--- config.mk ---
export PLATFORM = sky130hd
export DESIGN_NAME = video_timing_gen
export DESIGN_NICKNAME = d
export VERILOG_FILES = /design/src/rtl/video_timing_gen.sv
export SDC_FILE = /design/constraint.sdc
export NUM_CORES = 1
export LEC_CHECK = 0
export ABC_AREA = 1
export BUFFER_PORTS_ARGS = -buffer_cell sky130_fd_sc_hd__buf_4
export CAP_MARGIN = 40
export CORE_MARGIN = 5
export CORE_UTILIZATION = 45
export CTS_CLUSTER_DIAMETER = 120
export CTS_CLUSTER_SIZE = 40
export DETAILED_ROUTE_END_ITERATION = 10
export PLACE_DENSITY = 0.67
export RECOVER_POWER = 25
export SETUP_SLACK_MARGIN = 0.1
export SLEW_MARGIN = 20
export SYNTH_ARGS = -nofsm -noshare
export SYNTH_HDL_FRONTEND = slang
export SYNTH_SLANG_ARGS = --single-unit
--- constraint.sdc ---
create_clock -name CLK -period 2.21 [get_ports CLK]
set_input_delay 0.1105 -clock CLK [delete_from_list [all_inputs] [get_ports CLK]]
set_output_delay 0.1105 -clock CLK [all_outputs]
set_load 0.05 [all_outputs]
--- src/rtl/video_timing_gen.sv ---
// Raster timing generator: pixel clock-enable divider, H/V counters and blank/sync/DE strobes.
// NTSC/PAL line sets, scandoubled output and interlaced fields; mode changes apply at frame wrap.
module video_timing_gen #(
  parameter int unsigned H_W      = 10,
  parameter int unsigned V_W      = 10,
  parameter int unsigned PIX_DIV  = 2,
  parameter int unsigned H_TOTAL  = 638,
  parameter int unsigned H_BS     = 529,
  parameter int unsigned H_SS     = 544,
  parameter int unsigned H_SE     = 590,
  parameter int unsigned NV_TOTAL = 262,
  parameter int unsigned NV_BS    = 240,
  parameter int unsigned NV_SS    = 245,
  parameter int unsigned NV_SE    = 248,
  parameter int unsigned PV_TOTAL = 312,
  parameter int unsigned PV_BS    = 300,
  parameter int unsigned PV_SS    = 304,
  parameter int unsigned PV_SE    = 308
) (
  input  logic           CLK,
  input  logic           RESn,
  input  logic           pal,
  input  logic           scandouble,
  input  logic           interlace,
  output logic           ce_pix,
  output logic [H_W-1:0] HC,
  output logic [V_W-1:0] VC,
  output logic           HBlank,
  output logic           HSync,
  output logic           VBlank,
  output logic           VSync,
  output logic           DE,
  output logic           FIELD,
  output logic           LINE_START,
  output logic           FRAME_START
);

  localparam int unsigned DIV_W = (PIX_DIV > 2) ? $clog2(PIX_DIV) : 1;

  localparam logic [DIV_W-1:0] DIV_LAST_FULL = DIV_W'(PIX_DIV - 1);
  localparam logic [DIV_W-1:0] DIV_LAST_HALF = DIV_W'(PIX_DIV / 2 - 1);

  localparam logic [H_W-1:0] H_LAST     = H_W'(H_TOTAL - 1);
  localparam logic [H_W-1:0] H_BS_C     = H_W'(H_BS);
  localparam logic [H_W-1:0] H_SS_C     = H_W'(H_SS);
  localparam logic [H_W-1:0] H_SE_C     = H_W'(H_SE);
  localparam logic [H_W-1:0] H_SYNC_PRE = H_W'(H_SS - 1);

  logic [DIV_W-1:0] div_q, div_d;
  logic             ce_q, ce_d;
  logic [H_W-1:0]   hc_q, hc_d;
  logic [V_W-1:0]   vc_q, vc_d;
  logic             hblank_q, hblank_d;
  logic             hsync_q, hsync_d;
  logic             vblank_q, vblank_d;
  logic             vsync_q, vsync_d;
  logic             de_q, de_d;
  logic             field_q, field_d;
  logic             line_start_q, line_start_d;
  logic             frame_start_q, frame_start_d;
  logic             pal_q, pal_d;
  logic             sd_q, sd_d;
  logic             il_q, il_d;

  logic [DIV_W-1:0] div_last_cur;
  logic [V_W-1:0]   v_tot_base, v_bs_base, v_ss_base, v_se_base;
  logic [V_W-1:0]   v_last, v_bs, v_ss, v_se;
  logic             odd_extra;
  logic             wrap;

  // Effective vertical line values for the mode latched at the last frame wrap
  always_comb begin
    v_tot_base = pal_q ? V_W'(PV_TOTAL) : V_W'(NV_TOTAL);
    v_bs_base  = pal_q ? V_W'(PV_BS)    : V_W'(NV_BS);
    v_ss_base  = pal_q ? V_W'(PV_SS)    : V_W'(NV_SS);
    v_se_base  = pal_q ? V_W'(PV_SE)    : V_W'(NV_SE);
    odd_extra  = il_q & ~sd_q & field_q;
    v_last     = (v_tot_base << sd_q) + V_W'(odd_extra) - V_W'(1);
    v_bs       = v_bs_base << sd_q;
    v_ss       = v_ss_base << sd_q;
    v_se       = v_se_base << sd_q;
    div_last_cur = sd_q ? DIV_LAST_HALF : DIV_LAST_FULL;
  end

  // Next-state: divider, counters, strobes and frame-boundary mode reload
  always_comb begin
    div_d         = (div_q == div_last_cur) ? '0 : div_q + DIV_W'(1);
    hc_d          = hc_q;
    vc_d          = vc_q;
    hblank_d      = hblank_q;
    hsync_d       = hsync_q;
    vblank_d      = vblank_q;
    vsync_d       = vsync_q;
    de_d          = de_q;
    field_d       = field_q;
    line_start_d  = line_start_q;
    frame_start_d = frame_start_q;
    pal_d         = pal_q;
    sd_d          = sd_q;
    il_d          = il_q;
    wrap          = 1'b0;

    if (ce_q) begin
      if (hc_q == H_LAST) begin
        hc_d = '0;
        if (vc_q == v_last) begin
          vc_d = '0;
          wrap = 1'b1;
        end else begin
          vc_d = vc_q + V_W'(1);
        end
      end else begin
        hc_d = hc_q + H_W'(1);
      end

      // Vertical strobes move only where HC steps onto hsync start
      if (hc_q == H_SYNC_PRE) begin
        if (vc_q == v_ss) begin
          vsync_d = 1'b1;
        end else if (vc_q == v_se) begin
          vsync_d = 1'b0;
        end
        if (vc_q == v_bs) begin
          vblank_d = 1'b1;
        end
      end

      if (wrap) begin
        vblank_d = 1'b0;
        pal_d    = pal;
        sd_d     = scandouble;
        il_d     = interlace;
        field_d  = (interlace & ~scandouble) ? ~field_q : 1'b0;
      end

      hblank_d      = (hc_d >= H_BS_C);
      hsync_d       = (hc_d >= H_SS_C) && (hc_d < H_SE_C);
      de_d          = ~hblank_d & ~vblank_d;
      line_start_d  = (hc_d == '0);
      frame_start_d = (hc_d == '0) && (vc_d == '0);
    end

    // A divider length change at frame wrap must shape the very first pixel of the new frame
    ce_d = (div_d == (sd_d ? DIV_LAST_HALF : DIV_LAST_FULL));
  end

  always_ff @(posedge CLK) begin
    if (!RESn) begin
      div_q         <= '0;
      ce_q          <= 1'b0;
      hc_q          <= '0;
      vc_q          <= '0;
      hblank_q      <= 1'b0;
      hsync_q       <= 1'b0;
      vblank_q      <= 1'b0;
      vsync_q       <= 1'b0;
      de_q          <= 1'b0;
      field_q       <= 1'b0;
      line_start_q  <= 1'b0;
      frame_start_q <= 1'b0;
      pal_q         <= pal;
      sd_q          <= scandouble;
      il_q          <= interlace;
    end else begin
      div_q         <= div_d;
      ce_q          <= ce_d;
      hc_q          <= hc_d;
      vc_q          <= vc_d;
      hblank_q      <= hblank_d;
      hsync_q       <= hsync_d;
      vblank_q      <= vblank_d;
      vsync_q       <= vsync_d;
      de_q          <= de_d;
      field_q       <= field_d;
      line_start_q  <= line_start_d;
      frame_start_q <= frame_start_d;
      pal_q         <= pal_d;
      sd_q          <= sd_d;
      il_q          <= il_d;
    end
  end

  assign ce_pix      = ce_q;
  assign HC          = hc_q;
  assign VC          = vc_q;
  assign HBlank      = hblank_q;
  assign HSync       = hsync_q;
  assign VBlank      = vblank_q;
  assign VSync       = vsync_q;
  assign DE          = de_q;
  assign FIELD       = field_q;
  assign LINE_START  = line_start_q;
  assign FRAME_START = frame_start_q;

endmodule

==> flow_summary.toml <==
[timing]
setup_viol = 4
clock_skew_ns = 0.007862
fin_crit_ns = 2.228
setup_tns_ns = -0.05914
whs_ns = 0.1250
rsz0062_at_grt = "true"
timing.slew.headroom = 0.6032
fmax_ghz = 0.4487
drv_slew = 0
layout_setup_ws_ns = -0.01842
finalCritPeriodShare = 1.008
hold_violations = 0
tightest_slew_ns = 0.5977

[synthesis]
ys_warn_count = 0
synth-async-reset-ratio = 0
synth_seq_area_share = 0.2642
syn_inst = 404
synth_cell_types = 36
yosys_register_bits = 33
ys.flop_type = "dfxtp_1"
syn_area_um2 = 2576
synthesis.nets = 421
syn_area_per_cell_um2 = 6.377
synth_edf_count = 2

[place]
place_inst = 519
numPortBuffers = 33
dp_hpwl_um = 5360
gp_congestion = 0.8739
place_ws_ns = -0.06016
dpl-instance-area_um2 = 3052

[run_status]
violations = "negative setup slack"
outcome = "complete, but fails checks"

[power]
leakage_nw = 1.574
vdd_ir_drop_max_mv = 0.3824
power_mw = 2.101
powerDensity_nw_per_um2 = 636.4

[clock_tree]
clk_path_buf_depth = 2
clk_pin_slew_ns = 0.07
cts_tree = "done"
cts_root_buf = "clkbuf_8"
cts_sinks = 33
ctsHtreeMaxLevel = 2
numCtsBuffers = 5
clk_latency_ns = 0.29

[final_layout]
diodes = 0
fillers = 550
design_area_um2 = 3301
nets = 478
drive_gt1_frac = 0.2446
multiInputGateArea_um2 = 1735
final_cell_mix = "93 x nand2_1, 54 x inv_1, 46 x buf_4"
final_common_cell = "nand2_1"
final_util = 0.5958
final_cells = 534
seqCellArea_um2 = 686.9
syn2layout_area_growth_pct = 28.12

[detailed_routing]
wl_per_cell_um = 13.33
wl_um = 7120
via_per_inst = 5.109
detail-route-antenna-nets = 0
vias = 2728
drtIter0Drc = 211
drc = 0
drt-pass1-iter-count = 4

[global_route]
grt_pass1_wl_um = 11990
track_usage = 0.1994
grt_pass1_vias = 2502
antenna_found_initial = 0
grt_start_max_net_pins = 40
gr-total-overflow = 0

[floorplanning]
num_io_pins = 34
coreArea_um2 = 5540
start_util = 0.4650
fp.dieW_um = 85.67
rows = 27
die_y_um = 85.67
die_area_um2 = 7338

[setup_path]
end_kind = "flip-flop"
crit_type = "reg -> reg"
critPathMaxFanout = 6
critPathLaunchType = "flip-flop"
critPathArrivalTime_ns = 2.45
crit_required_ns = 2.43

[run]
maxCapViolations = 0

[worst_hold_path]
hold_class = "in -> reg"
power breakdown:
group	switching, mW	leakage [nW]	internal [mW]
combinational	0.512	1.24	0.259
clock	0.244	0.0585	0.368
sequential	0.0637	0.276	0.654
repair_timing:
action / 4_1_cts / 5_1_grt
hold buffers: 1 / 1
cloned: 0 / 0
resized for setup: 6 / 32
endpoints found under the setup margin: 8 / 19
hold endpoints to repair: 1 / 1
setup buffers: 0 / 5
pin swaps: 3 / 19
Yosys cell counts (all sizes together) (6+ instances only):
cell,n,share of area
a211oi,6,0.017
nand3,39,0.10
nand2,105,0.16
nor2,51,0.089
inv,60,0.087
ha,12,0.058
xnor2,6,0.020
o21ai,25,0.049
clkbuf,7,0.011
a21oi,27,0.052
dfxtp,31,0.24
xor2,8,0.027
buf,6,0.015
nand4,6,0.015
registers in the layout, summed over array words and instances, names as in the netlist:
name	flops
HC	10
VC	10
DE	1
FIELD	1
FRAME_START	1
HBlank	1
HSync	1
LINE_START	1
VBlank	1
VSync	1
ce_pix	1
div_q	1
il_q	1
pal_q	1
sd_q	1
path summary, 6_finish.rpt:
kind / cells after the start / slack (ns) / endpoint / start
worst max-delay path: 16 / -0.02 / ce_pix / pal_q
worst min-delay path: 3 / 0.12 / sd_q / scandouble
worst max register to register: 16 / -0.02 / ce_pix / pal_q
worst min register to register: 2 / 0.47 / LINE_START / LINE_START
kinds of logic (layout without fill, tap and decap cells):
logic type | count (synthesis) | after routing | synth area share
AOI/OAI and AO/OA | 66 | 66 | 0.1428
xor gates and xnor gates | 14 | 14 | 0.04760
DFF | 33 | 33 | 0.2642
and+or+nand+nor | 206 | 206 | 0.3740
buffers and inverters | 73 | 131 | 0.1132
adders and majority gates | 12 | 12 | 0.05828
critical path, cell delays in order, from the launching register on:
cell and delay, ns:
edfxtp_1 0.41, inv_2 0.12, ha_4 0.16, inv_4 0.04, ha_4 0.21, nand2_2 0.05
inv_2 0.03, nor2_2 0.11, nand3_1 0.09, nor2_2 0.12, nand2_2 0.10, nor2_4 0.16
buf_6 0.12, nand3_4 0.10, o21ai_2 0.16, nand2_1 0.06, a21oi_1 0.11
metal layers:
metal	share of wire	vias to the layer above	GRT usage
li1	-	1408	-
met1	0.50	1247	0.2885
met2	0.44	64	0.2945
met3	0.051	9	0.03939
met4	0.012	0	0.06619
met5	0	-	0
layout make-up:
cell class / instances / area share
Clock buffer: 7 / 0.02616
Clock inverter: 1 / 0.009098
Inverter: 60 / 0.06899
Multi-Input combinational cell: 298 / 0.5258
Sequential cell: 33 / 0.2081
Tap cell: 72 / 0.02729
Timing Repair Buffer: 63 / 0.1346
Note: power is estimated with default switching activity, not from simulation.
